[src/rtl/pixel_readout_capture_pkg.sv]
// Shared definitions for the pixel readout capture block: sizing defaults, row indices,
// sequencing states and the column-index width helper.
package pixel_readout_capture_pkg;

    localparam int PIX_DW_DEFAULT   = 8;
    localparam int PIX_COLS_DEFAULT = 2;

    localparam logic ROW0 = 1'b0;
    localparam logic ROW1 = 1'b1;

    typedef enum logic [1:0] {
        ST_IDLE,
        ST_ARMED,
        ST_CAPTURE,
        ST_STREAM
    } cap_state_t;

    // Column index is at least one bit wide even for a single-column sensor.
    function automatic int col_width(input int cols);
        return (cols > 1) ? $clog2(cols) : 1;
    endfunction

endpackage

[src/rtl/pixel_readout_capture_rise_detect.sv]
// Registered rising-edge detector: one-cycle pulse the cycle after the input is first
// sampled high.
module pixel_readout_capture_rise_detect (
    input  logic clock,
    input  logic reset,
    input  logic d,
    output logic rise
);

    logic d_q;

    always_ff @(posedge clock) begin
        if (reset) begin
            d_q  <= 1'b0;
            rise <= 1'b0;
        end else begin
            d_q  <= d;
            rise <= d & ~d_q;
        end
    end

endmodule

[src/rtl/pixel_readout_capture.sv]
// Receive side of the camera sequencing interface: captures column ADC codes per row into
// a two-row buffer, then streams the frame out in raster order over valid/ready.
module pixel_readout_capture
    import pixel_readout_capture_pkg::*;
#(
    parameter int DW   = PIX_DW_DEFAULT,
    parameter int COLS = PIX_COLS_DEFAULT
) (
    input  logic                        Clk,
    input  logic                        Reset,
    input  logic                        Erase,
    input  logic                        Expose,
    input  logic                        NRE_1,
    input  logic                        NRE_2,
    input  logic                        ADC,
    input  logic [COLS*DW-1:0]          Adc_data,
    output logic [DW-1:0]               Pix_data,
    output logic                        Pix_row,
    output logic [col_width(COLS)-1:0]  Pix_col,
    output logic                        Pix_valid,
    input  logic                        Pix_ready,
    output logic                        Frame_done,
    output logic                        Overflow,
    output logic                        Seq_error
);

    localparam int              CW       = col_width(COLS);
    localparam logic [CW-1:0]   LAST_COL = CW'(COLS - 1);

    cap_state_t state, state_next;

    logic               adc_rise;
    logic               expose_rise;
    logic               expose_seen;
    logic [COLS*DW-1:0] adc_stage;
    logic               nre1_stage;
    logic               nre2_stage;
    logic [COLS*DW-1:0] row_buf [2];
    logic [COLS*DW-1:0] cur_row;
    logic [1:0]         row_flag;
    logic [CW-1:0]      col_idx;
    logic               row_idx;
    logic               strobe_legal;
    logic               strobe_row;
    logic               handshake;
    logic               last_pix;
    logic               capture_en;
    logic               clear_flags;
    logic               overflow_set;

    pixel_readout_capture_rise_detect u_adc_rise (
        .clock (Clk),
        .reset (Reset),
        .d     (ADC),
        .rise  (adc_rise)
    );

    pixel_readout_capture_rise_detect u_expose_rise (
        .clock (Clk),
        .reset (Reset),
        .d     (Expose),
        .rise  (expose_rise)
    );

    // Row enables and codes are delayed one cycle so they line up with the registered ADC pulse.
    always_ff @(posedge Clk) begin
        if (Reset) begin
            adc_stage  <= '0;
            nre1_stage <= 1'b1;
            nre2_stage <= 1'b1;
        end else begin
            adc_stage  <= Adc_data;
            nre1_stage <= NRE_1;
            nre2_stage <= NRE_2;
        end
    end

    assign strobe_legal = nre1_stage ^ nre2_stage;
    assign strobe_row   = nre1_stage ? ROW1 : ROW0;
    assign Pix_valid    = (state == ST_STREAM);
    assign handshake    = Pix_valid & Pix_ready;
    assign last_pix     = (row_idx == ROW1) && (col_idx == LAST_COL);

    always_comb begin
        state_next   = state;
        capture_en   = 1'b0;
        clear_flags  = 1'b0;
        overflow_set = 1'b0;
        Seq_error    = 1'b0;
        Frame_done   = 1'b0;
        case (state)
            ST_IDLE: begin
                if (Erase) begin
                    clear_flags = 1'b1;
                    state_next  = ST_ARMED;
                end
            end
            ST_ARMED: begin
                if (Erase) begin
                    clear_flags = 1'b1;
                end else if (expose_seen && !Expose) begin
                    state_next = ST_CAPTURE;
                end
            end
            ST_CAPTURE: begin
                // Erase abandons the partial frame and takes priority over any strobe.
                if (Erase) begin
                    clear_flags = 1'b1;
                    state_next  = ST_ARMED;
                end else begin
                    if (adc_rise) begin
                        capture_en = strobe_legal;
                        Seq_error  = ~strobe_legal;
                    end
                    if (&row_flag) begin
                        state_next = ST_STREAM;
                    end
                end
            end
            ST_STREAM: begin
                overflow_set = adc_rise & strobe_legal;
                if (handshake && last_pix) begin
                    Frame_done = 1'b1;
                    state_next = ST_IDLE;
                end
            end
            default: state_next = ST_IDLE;
        endcase
    end

    always_ff @(posedge Clk) begin
        if (Reset) begin
            state       <= ST_IDLE;
            row_flag    <= '0;
            expose_seen <= 1'b0;
            Overflow    <= 1'b0;
        end else begin
            state <= state_next;
            if (clear_flags) begin
                row_flag <= '0;
            end else if (capture_en) begin
                row_flag[strobe_row] <= 1'b1;
            end
            if (state != ST_ARMED || clear_flags) begin
                expose_seen <= 1'b0;
            end else if (expose_rise) begin
                expose_seen <= 1'b1;
            end
            if (overflow_set) begin
                Overflow <= 1'b1;
            end
        end
    end

    // Frame contents need no reset; the row flags decide when they are meaningful.
    always_ff @(posedge Clk) begin
        if (capture_en) begin
            row_buf[strobe_row] <= adc_stage;
        end
    end

    always_ff @(posedge Clk) begin
        if (Reset || state != ST_STREAM) begin
            col_idx <= '0;
            row_idx <= ROW0;
        end else if (handshake) begin
            if (col_idx == LAST_COL) begin
                col_idx <= '0;
                row_idx <= ~row_idx;
            end else begin
                col_idx <= col_idx + CW'(1);
            end
        end
    end

    assign cur_row  = row_buf[row_idx];
    assign Pix_data = Pix_valid ? cur_row[int'(col_idx)*DW +: DW] : '0;
    assign Pix_row  = Pix_valid & row_idx;
    assign Pix_col  = Pix_valid ? col_idx : '0;

endmodule

[config.mk]
export PLATFORM = sky130hd
export DESIGN_NAME = pixel_readout_capture
export DESIGN_NICKNAME = d
export VERILOG_FILES = /design/src/rtl/pixel_readout_capture_pkg.sv /design/src/rtl/pixel_readout_capture_rise_detect.sv /design/src/rtl/pixel_readout_capture.sv
export SDC_FILE = /design/constraint.sdc
export NUM_CORES = 1
export LEC_CHECK = 0
export BUFFER_PORTS_ARGS = -buffer_cell sky130_fd_sc_hd__buf_2
export CAP_MARGIN = 25
export CORE_MARGIN = 8
export CORE_UTILIZATION = 51
export CTS_BUF_LIST = sky130_fd_sc_hd__clkbuf_8
export DETAILED_ROUTE_END_ITERATION = 16
export PLACE_DENSITY = 0.74
export SETUP_SLACK_MARGIN = 0.1
export SLEW_MARGIN = 20
export SYNTH_ARGS = -nofsm -noshare
export SYNTH_HDL_FRONTEND = slang
export SYNTH_HIERARCHICAL = 1
export SYNTH_SLANG_ARGS = --single-unit
[constraint.sdc]
create_clock -name Clk -period 2 [get_ports Clk]
set_clock_uncertainty 0.15 [all_clocks]
set_input_delay 0.2 -clock Clk [delete_from_list [all_inputs] [get_ports Clk]]
set_output_delay 0.2 -clock Clk [all_outputs]
set_load 0.02 [all_outputs]
Yosys cells after proc, flatten, opt, wreduce, memory -nomap -nowiden. Memories as Yosys holds them, arrays and structs flattened. A register that Yosys moved wholly into a read port is not among the register bits. Index checks and enable logic that the tools add are counted.

Add/sub/neg operators: 1. Order comparisons: 2. Equal/unequal tests: 10. Shift operators: 1. Multiplexer cells: 28. Bitwise gates (word level): 11. Reduce and logical (&&, ||, !) cells: 14.

Operator list (number): 1-bit two-way mux (19); 16-bit by 5-bit indexed part select with 8-bit output (1); 2-bit two-way mux (6); 8-bit two-way mux (1); 2-bit inequality test (second input constant) (4); 2-bit case mux with 4 select lines (1); 1-bit AND (5); 5-bit AND reduction (1); 2-bit equality test (second input constant) (2); 1-bit logical AND (4); 2-bit by 1-bit inequality test with 1-bit output (second input constant) (2); 1-bit NOT (4); 2-bit AND reduction (2); 2-bit OR reduction (2); 3-bit inequality test (second input constant) (1); 3-bit OR reduction (1); 2-bit by 1-bit equality test with 1-bit output (second input constant) (1); 2-bit zero test (1); 1-bit logical OR (2); 1-bit by 2-bit less-than comparator with 1-bit output (second input constant) (1); 2-bit OR (1); 1-bit adder (second input constant) (1); 1-bit demux with 1-bit select (1); 1-bit >= comparator (second input constant) (1); other kinds (2) (2).

Bits in registers: 30. RAM bits: 32. Input bits: 24. Memories: 1.

Memory list: row_buf (depth 2, bits a word 16, read ports 1, clocked after Yosys merged registers in 1, write ports 1, RTL line pixel_readout_capture.sv:38) `logic [COLS*DW-1:0] row_buf [2];`.

Logic depth before layout (Yosys ltp). Gate-level depths: netlist of the first run.

Word-level depth: 6. Gate-level depth with buffers: 5. Gate-level depth less buffers: 4.

Hierarchy. The synthesis of the first run kept the hierarchy.

By module, submodules not included: pixel_readout_capture (times used 1, cells an instance 133, area each 2092.0 sq um); pixel_readout_capture_rise_detect (times used 2, cells an instance 4, area each 58.8 sq um).

Least setup slack after synthesis of the first run. Ideal clock, no wire load.

Path type: flip-flop to flip-flop. Start point: register state[0]. End point: memory row_buf[0][0] in the netlist's numbering, enable pin. Data arrival time: 1.382 ns. Required time: 1.462 ns. Setup slack: 0.080 ns. Cell stages (with the launch flop): 3. Buffers on the path: 0. Clock period less this slack: 1.920 ns. Cells stage by stage: dfxtp_1 -> nand4bb_1 -> nor3b_2.

Longest elaborated chain between the ends: 4.

Ends and longest elaborated chain: start, declared (RTL line pixel_readout_capture.sv:30) `cap_state_t state, state_next;`; start signal, assigned (RTL line pixel_readout_capture.sv:138) `state <= state_next;`; 2-bit equality test (RTL line pixel_readout_capture.sv:91) `case (state)`; 1-bit two-way mux (RTL line pixel_readout_capture.sv:91); 1-bit two-way mux (RTL line pixel_readout_capture.sv:157) `if (capture_en) begin`; 1-bit two-way mux (implied by the code) (RTL line pixel_readout_capture.sv:158) `row_buf[strobe_row] <= adc_stage;`; end, declared (RTL line pixel_readout_capture.sv:38).

No other way between the ends.

==> results of run 1 <==
## how the worst max path moves through the flow
stage / start / endpoint / slack, ns / cells after the start
2_1_floorplan: state[0] / row_buf[0][0] / 0.08 / 2
3_3_place_gp: col_idx / Pix_data[6] / 0.33 / 3
3_5_place_dp: col_idx / Pix_data[4] / 0.28 / 3
4_1_cts: register / Pix_data[4] / 0.03 / 4
5_1_grt: register / Pix_data[7] / 0.02 / 4
6_report: register / Pix_data[7] / 0.06 / 4
## per-layer routing
layer	vias to the layer above	wire length, um	track usage
li1	646	-	-
met1	619	1480	0.127
met2	31	2240	0.238
met3	16	149	0.0394
met4	0	182	0.116
met5	-	0	0
## worst min-delay path: cells and delay by family
kind	cells	cell delay, ns
and+or+nand+nor	1	0.04
buffers and inverters	1	0.11
xor gates and xnor gates	1	0.11
## cell type report
class | instances | area (sq um) | area share
clock buffer | 10 | 138 | 0.0473
timing repair buffer | 61 | 473 | 0.163
inverter | 2 | 10.0 | 0.00344
multi-input combinational | 71 | 614 | 0.211
tap | 52 | 65.1 | 0.0224
sequential | 63 | 1580 | 0.545
clock inverter | 6 | 25.0 | 0.00860
## sequential cells by signal (all words and copies together), names as in the netlist, 2 cells and up, named ones only
register   count
adc_stage     16
row_buf       32
row_flag       2
state          2
## cells in the final DEF, fill, tap and decap left out, types with 2 or more instances in the layout
cell and n:
nor2b_1 18, nor3_1 3, mux4_2 8, buf_6 10, o21a_1 2, nand2_1 3, dlygate4sd3_1 20, or2_2 2
inv_1 5, dfxtp_2 2, xor2_1 2, and3_1 2, dfxtp_1 29, nand3_1 2, buf_2 29, edfxtp_1 32
buf_4 2, clkbuf_8 10, and2_4 8, nor3b_2 4, a31oi_1 2, nor2_1 6, clkinv_2 2
## cell families (layout without fill, tap and decap cells)
logic type             count (synthesis)  in the layout  synth area share
multiplexers                           8              8            0.0815
AO/OA/AOI/OAI                          8              8            0.0260
buffers and inverters                  7             79            0.0164
XOR/XNOR                               3              3            0.0119
flip-flops                            63             63             0.716
AND/OR/NAND/NOR                       52             52             0.148
## power by group
group / internal (mW) / leakage (nW) / switching, mW
Sequential: 1.38 / 0.548 / 0.0152
Clock: 0.460 / 0.101 / 0.417
Combinational: 0.0588 / 0.471 / 0.0313
## what timing repair did
action,4_1_cts,5_1_grt
gates resized for setup,29,2
endpoints found under the setup margin,9,9
hold buffers,20,0
buffers inserted,0,0
endpoints found under the hold margin,21,0
pin swaps,2,6
==> impl_metrics.yaml, run 1 <==
power:
  p_per_area_nw_per_um2: 813
  leakage_nw: 1.12
  p_total_mw: 2.36
  ir_drop_v: 0.000620
route:
  drtIter0Drc: 92
  vias: 1312
  avgViaCountPerCell: 4.95
  first_pass_iters: 4
  drt-total-wl_um: 4050
  antenna_left: 0
  avgRoutedWirePerCell_um: 15.3
  drc: 0
die:
  initial_utilization: 0.518
  die-area_sq_um: 6690
  rows: 24
  die_y_um: 81.8
  num_io_pins: 38
  die_w_um: 81.8
  coreArea_sq_um: 4260
synthesis:
  synth_top_area_frac: 0.435
  yosys_warnings: 6
  synth_cells: 141
  yosysSeqAreaShare: 0.716
  synth_cell_type_count: 27
  synthTopCellsByArea: "edfxtp_1 43%, dfxtp_1 28%, mux4_2 8.2%"
  synth_top_area_cell: "edfxtp_1"
  postSynthNetCount: 165
  synth_ff_type: "edfxtp_1"
  syn_area_sq_um: 2210
  synth_most_common_cell: "edfxtp_1"
  avgSynthCellArea_sq_um: 15.7
  synth_common_cells: "32 x edfxtp_1, 31 x dfxtp_1, 18 x nor2b_1, 8 x and2_1, 8 x mux4_2"
  synth_edf_count: 32
  async_flop_share: 0
  ys_ff_latch: 63
clock_network:
  cts_tree: "built"
  cts_root_buffer: "clkbuf_8"
  clk_latency_ns: 0.32
  cts_made_buffers: 9
  clk_path_buf_depth: 2
  htreeDepth: 3
  cts_sinks: 63
  clk_pin_slew_ns: 0.06
hold_path:
  hold_end: "col_idx"
  hp-class: "in -> reg"
  hold_path.startpoint: "Pix_ready"
  whs_path_depth: 3
timing:
  worst_pin_slew_ns: 0.540
  fmax_ghz: 0.515
  maxSlewHeadroom: 0.640
  hold_viol_final: 0
  setup_ws_ns: 0.0568
  finalSetupViolCount: 0
  holdWs_ns: 0.0238
  slew_viol_final: 0
  rsz0062_at_grt: "yes"
  fin_setup_tns_ns: 0
  finalCritPeriodShare: 0.972
  fin_crit_ns: 1.94
layout:
  n_fill_cell: 296
  fin_util: 0.682
  fin_area_sq_um: 2910
  layout-drive-gt1-share: 0.371
  area.growth.synth_to_final_pct: 31.7
  diodes: 0
  nNetsFinal: 232
  final_cells: 265
setup_path:
  reg2regPathDepth: 3
  crit_arrival_ns: 1.59
  cpMaxStageDelayCell: "mux4_2"
  r2r_slack_ns: 0.30
  cp.required_ns: 1.65
  start_kind: "register"
  reg2reg_from: "state[0]"
  crit_chain: "buf_6, mux4_2, and2_4, buf_6"
  cpPeakStageDelay_ns: 0.51
  cpMostUsedCell: "buf_6"
  worstSetupPathType: "reg -> out"
  cp-end-kind: "output port"
  timing.rr.end: "row_buf[1][15]"
  critPathTopFamily: "multiplexers"
  cp_num_buf_inv: 2
  path_max_fanout: 4
place:
  placed_area_sq_um: 2460
  gp_congestion: 0.828
  dp.cells: 229
  port_buffers: 37
  post-place-ws_ns: 0.282
  hpwl_um: 2710
job:
  maxCapViolations: 0
global_routing:
  grt_pass1_vias: 1393
  grt_pass1_wl_um: 6470
  antenna_found_initial: 0
  grt_overflow_total: 0
  grt_max_degree: 31
  track_usage: 0.135
run_status:
  status: "complete, no violations"
(Power assumes the default switching activity.)
==> inputs of run 2 (changes only) <==
CELL_PAD_IN_SITES_DETAIL_PLACEMENT = 0   (was default)
CELL_PAD_IN_SITES_GLOBAL_PLACEMENT = 1   (was default)
CORE_UTILIZATION = 43   (was 51)
PLACE_DENSITY = 0.75   (was 0.74)
==> run 2 against run 1 <==
Combinational power decreased by 1%. Clock power decreased by 2%. Critical endpoint is now Pix_data[6]. Global-route usage down 1.7 points. Worst setup slack improved by 0.021 ns. Sequential power about the same. Clock-buffer cell count shrank 1. Largest cell class unchanged.
==> impl_metrics.yaml, run 2 (synthesis results as in run 1) <==
timing:
  worst_pin_slew_ns: 0.553
  slew_viol_final: 0
  fin_crit_ns: 1.92
  hold_viol_final: 0
  finalSetupViolCount: 0
  finalCritPeriodShare: 0.961
  fmax_ghz: 0.520
  rsz0062_at_grt: "yes"
  maxSlewHeadroom: 0.631
  holdWs_ns: 0.0305
  fin_setup_tns_ns: 0
layout:
  final_cells: 287
  mostFrequentLayoutCell: "edfxtp_1"
  layout_common_cells: "32 x edfxtp_1, 29 x dfxtp_1, 29 x buf_2"
  regMostFlops: "row_buf"
  area.growth.synth_to_final_pct: 33.9
  fin_util: 0.587
  diodes: 0
  largest_reg_flops: 32
  n_fill_cell: 405
  nNetsFinal: 236
  layout-drive-gt1-share: 0.378
  reg.largest.list: "row_buf (32), adc_stage (16)"
job:
  maxCapViolations: 0
route:
  avgViaCountPerCell: 4.58
  vias: 1315
  dr_wl_met2_um: 2260
  wl_met3_um: 172
  met1Wirelength_um: 1570
  antenna_left: 0
  drtIter0Drc: 75
  drc: 0
  drt-total-wl_um: 4100
  avgRoutedWirePerCell_um: 14.3
  top_layer: "met4"
  first_pass_iters: 4
setup_path:
  crit_chain: "buf_6, mux4_2, and2_4, buf_6"
  start_kind: "register"
  cpMaxStageDelayCell: "mux4_2"
  cpPeakStageDelay_ns: 0.48
  cpMostUsedCell: "buf_6"
  crit_arrival_ns: 1.57
  path_max_fanout: 4
  cp.required_ns: 1.65
  worstSetupPathType: "reg -> out"
  cp-end-kind: "output port"
place:
  port_buffers: 37
  hpwl_um: 2660
  dp.cells: 248
  gp_congestion: 0.749
clock_network:
  cts_tree: "built"
  htreeDepth: 3
  clk_pin_slew_ns: 0.06
  cts_root_buffer: "clkbuf_8"
  cts_made_buffers: 9
  clk_path_buf_depth: 2
  clk_latency_ns: 0.33
  cts_sinks: 63
run_status:
  status: "complete, no violations"
die:
  die-area_sq_um: 7690
  coreArea_sq_um: 5040
  die_w_um: 87.7
  initial_utilization: 0.438
  rows: 26
  die_y_um: 87.7
  num_io_pins: 38
global_routing:
  antenna_found_initial: 0
  grt_pass1_vias: 1432
  grt_overflow_total: 0
  grt_pass1_wl_um: 6600
  grt_max_degree: 31
  track_usage: 0.119
hold_path:
  hp-class: "in -> reg"
power:
  leakage_nw: 1.11
  ir_drop_v: 0.000508
  p_per_area_nw_per_um2: 794
run 2: changes by cell type in the layout (fill, tap and decap cells not counted), sizes merged:
cell and change:
buf +3, clkbuf -1, clkinvlp +4, inv -2
run 2: area by class of cell:
type / instances / area, sq um / area share
Sequential cell: 63 / 1580 / 0.536
Multi-Input combinational cell: 71 / 614 / 0.208
Timing Repair Buffer: 64 / 495 / 0.168
Clock buffer: 9 / 124 / 0.0419
Tap cell: 70 / 87.6 / 0.0296
Clock inverter: 7 / 33.8 / 0.0114
Inverter: 2 / 11.3 / 0.00381
Timing Repair inverter: 1 / 7.51 / 0.00254
run 2: path summary, 6_finish.rpt:
check                           slack, ns         startpoint  depth (start not counted)            endpoint
worst max-delay path                 0.08           register                          4         Pix_data[6]
worst max register to register       0.33           state[1]                          3       row_buf[0][4]
worst min-delay path                 0.03          Pix_ready                          3             col_idx
worst min register to register       0.26  u_expose_rise/d_q                          1  u_expose_rise/rise
run 2: power breakdown:
group          internal, mW  switching, mW
Sequential             1.38         0.0150
Combinational        0.0588         0.0304
Clock                 0.426          0.436
run 2: metal layers:
| metal | vias to the layer above | global-route usage |
|---|---|---|
| li1 | 657 | - |
| met1 | 620 | 0.114 |
| met2 | 27 | 0.213 |
| met3 | 11 | 0.0338 |
| met4 | 0 | 0.0844 |
| met5 | - | 0 |
run 2: through the flow:
step	instance area, sq um	total power, mW	setup WS [ns]
after floorplan	2210	1.45	0.0797
after global placement	2490	1.48	0.351
after detailed placement	2490	1.48	0.322
after CTS	2940	2.37	0.0445
after global routing	2960	2.45	0.0121
final	2960	2.35	0.0780
run 2: repair_timing:
action / in CTS / in global routing
hold buffers: 20 / 0
resized for setup: 28 / 3
pin swaps: 2 / 5
cloned: 0 / 1
endpoints found under the setup margin: 9 / 9
setup buffers: 1 / 1
endpoints found under the hold margin: 21 / 0
run 2: worst max-delay path, delay by kind of cell (launching register included):
family	cells	cell delay, ns
buffers and inverters	2	0.25
flip-flops	1	0.34
multiplexers	1	0.48
AND/OR/NAND/NOR	1	0.17
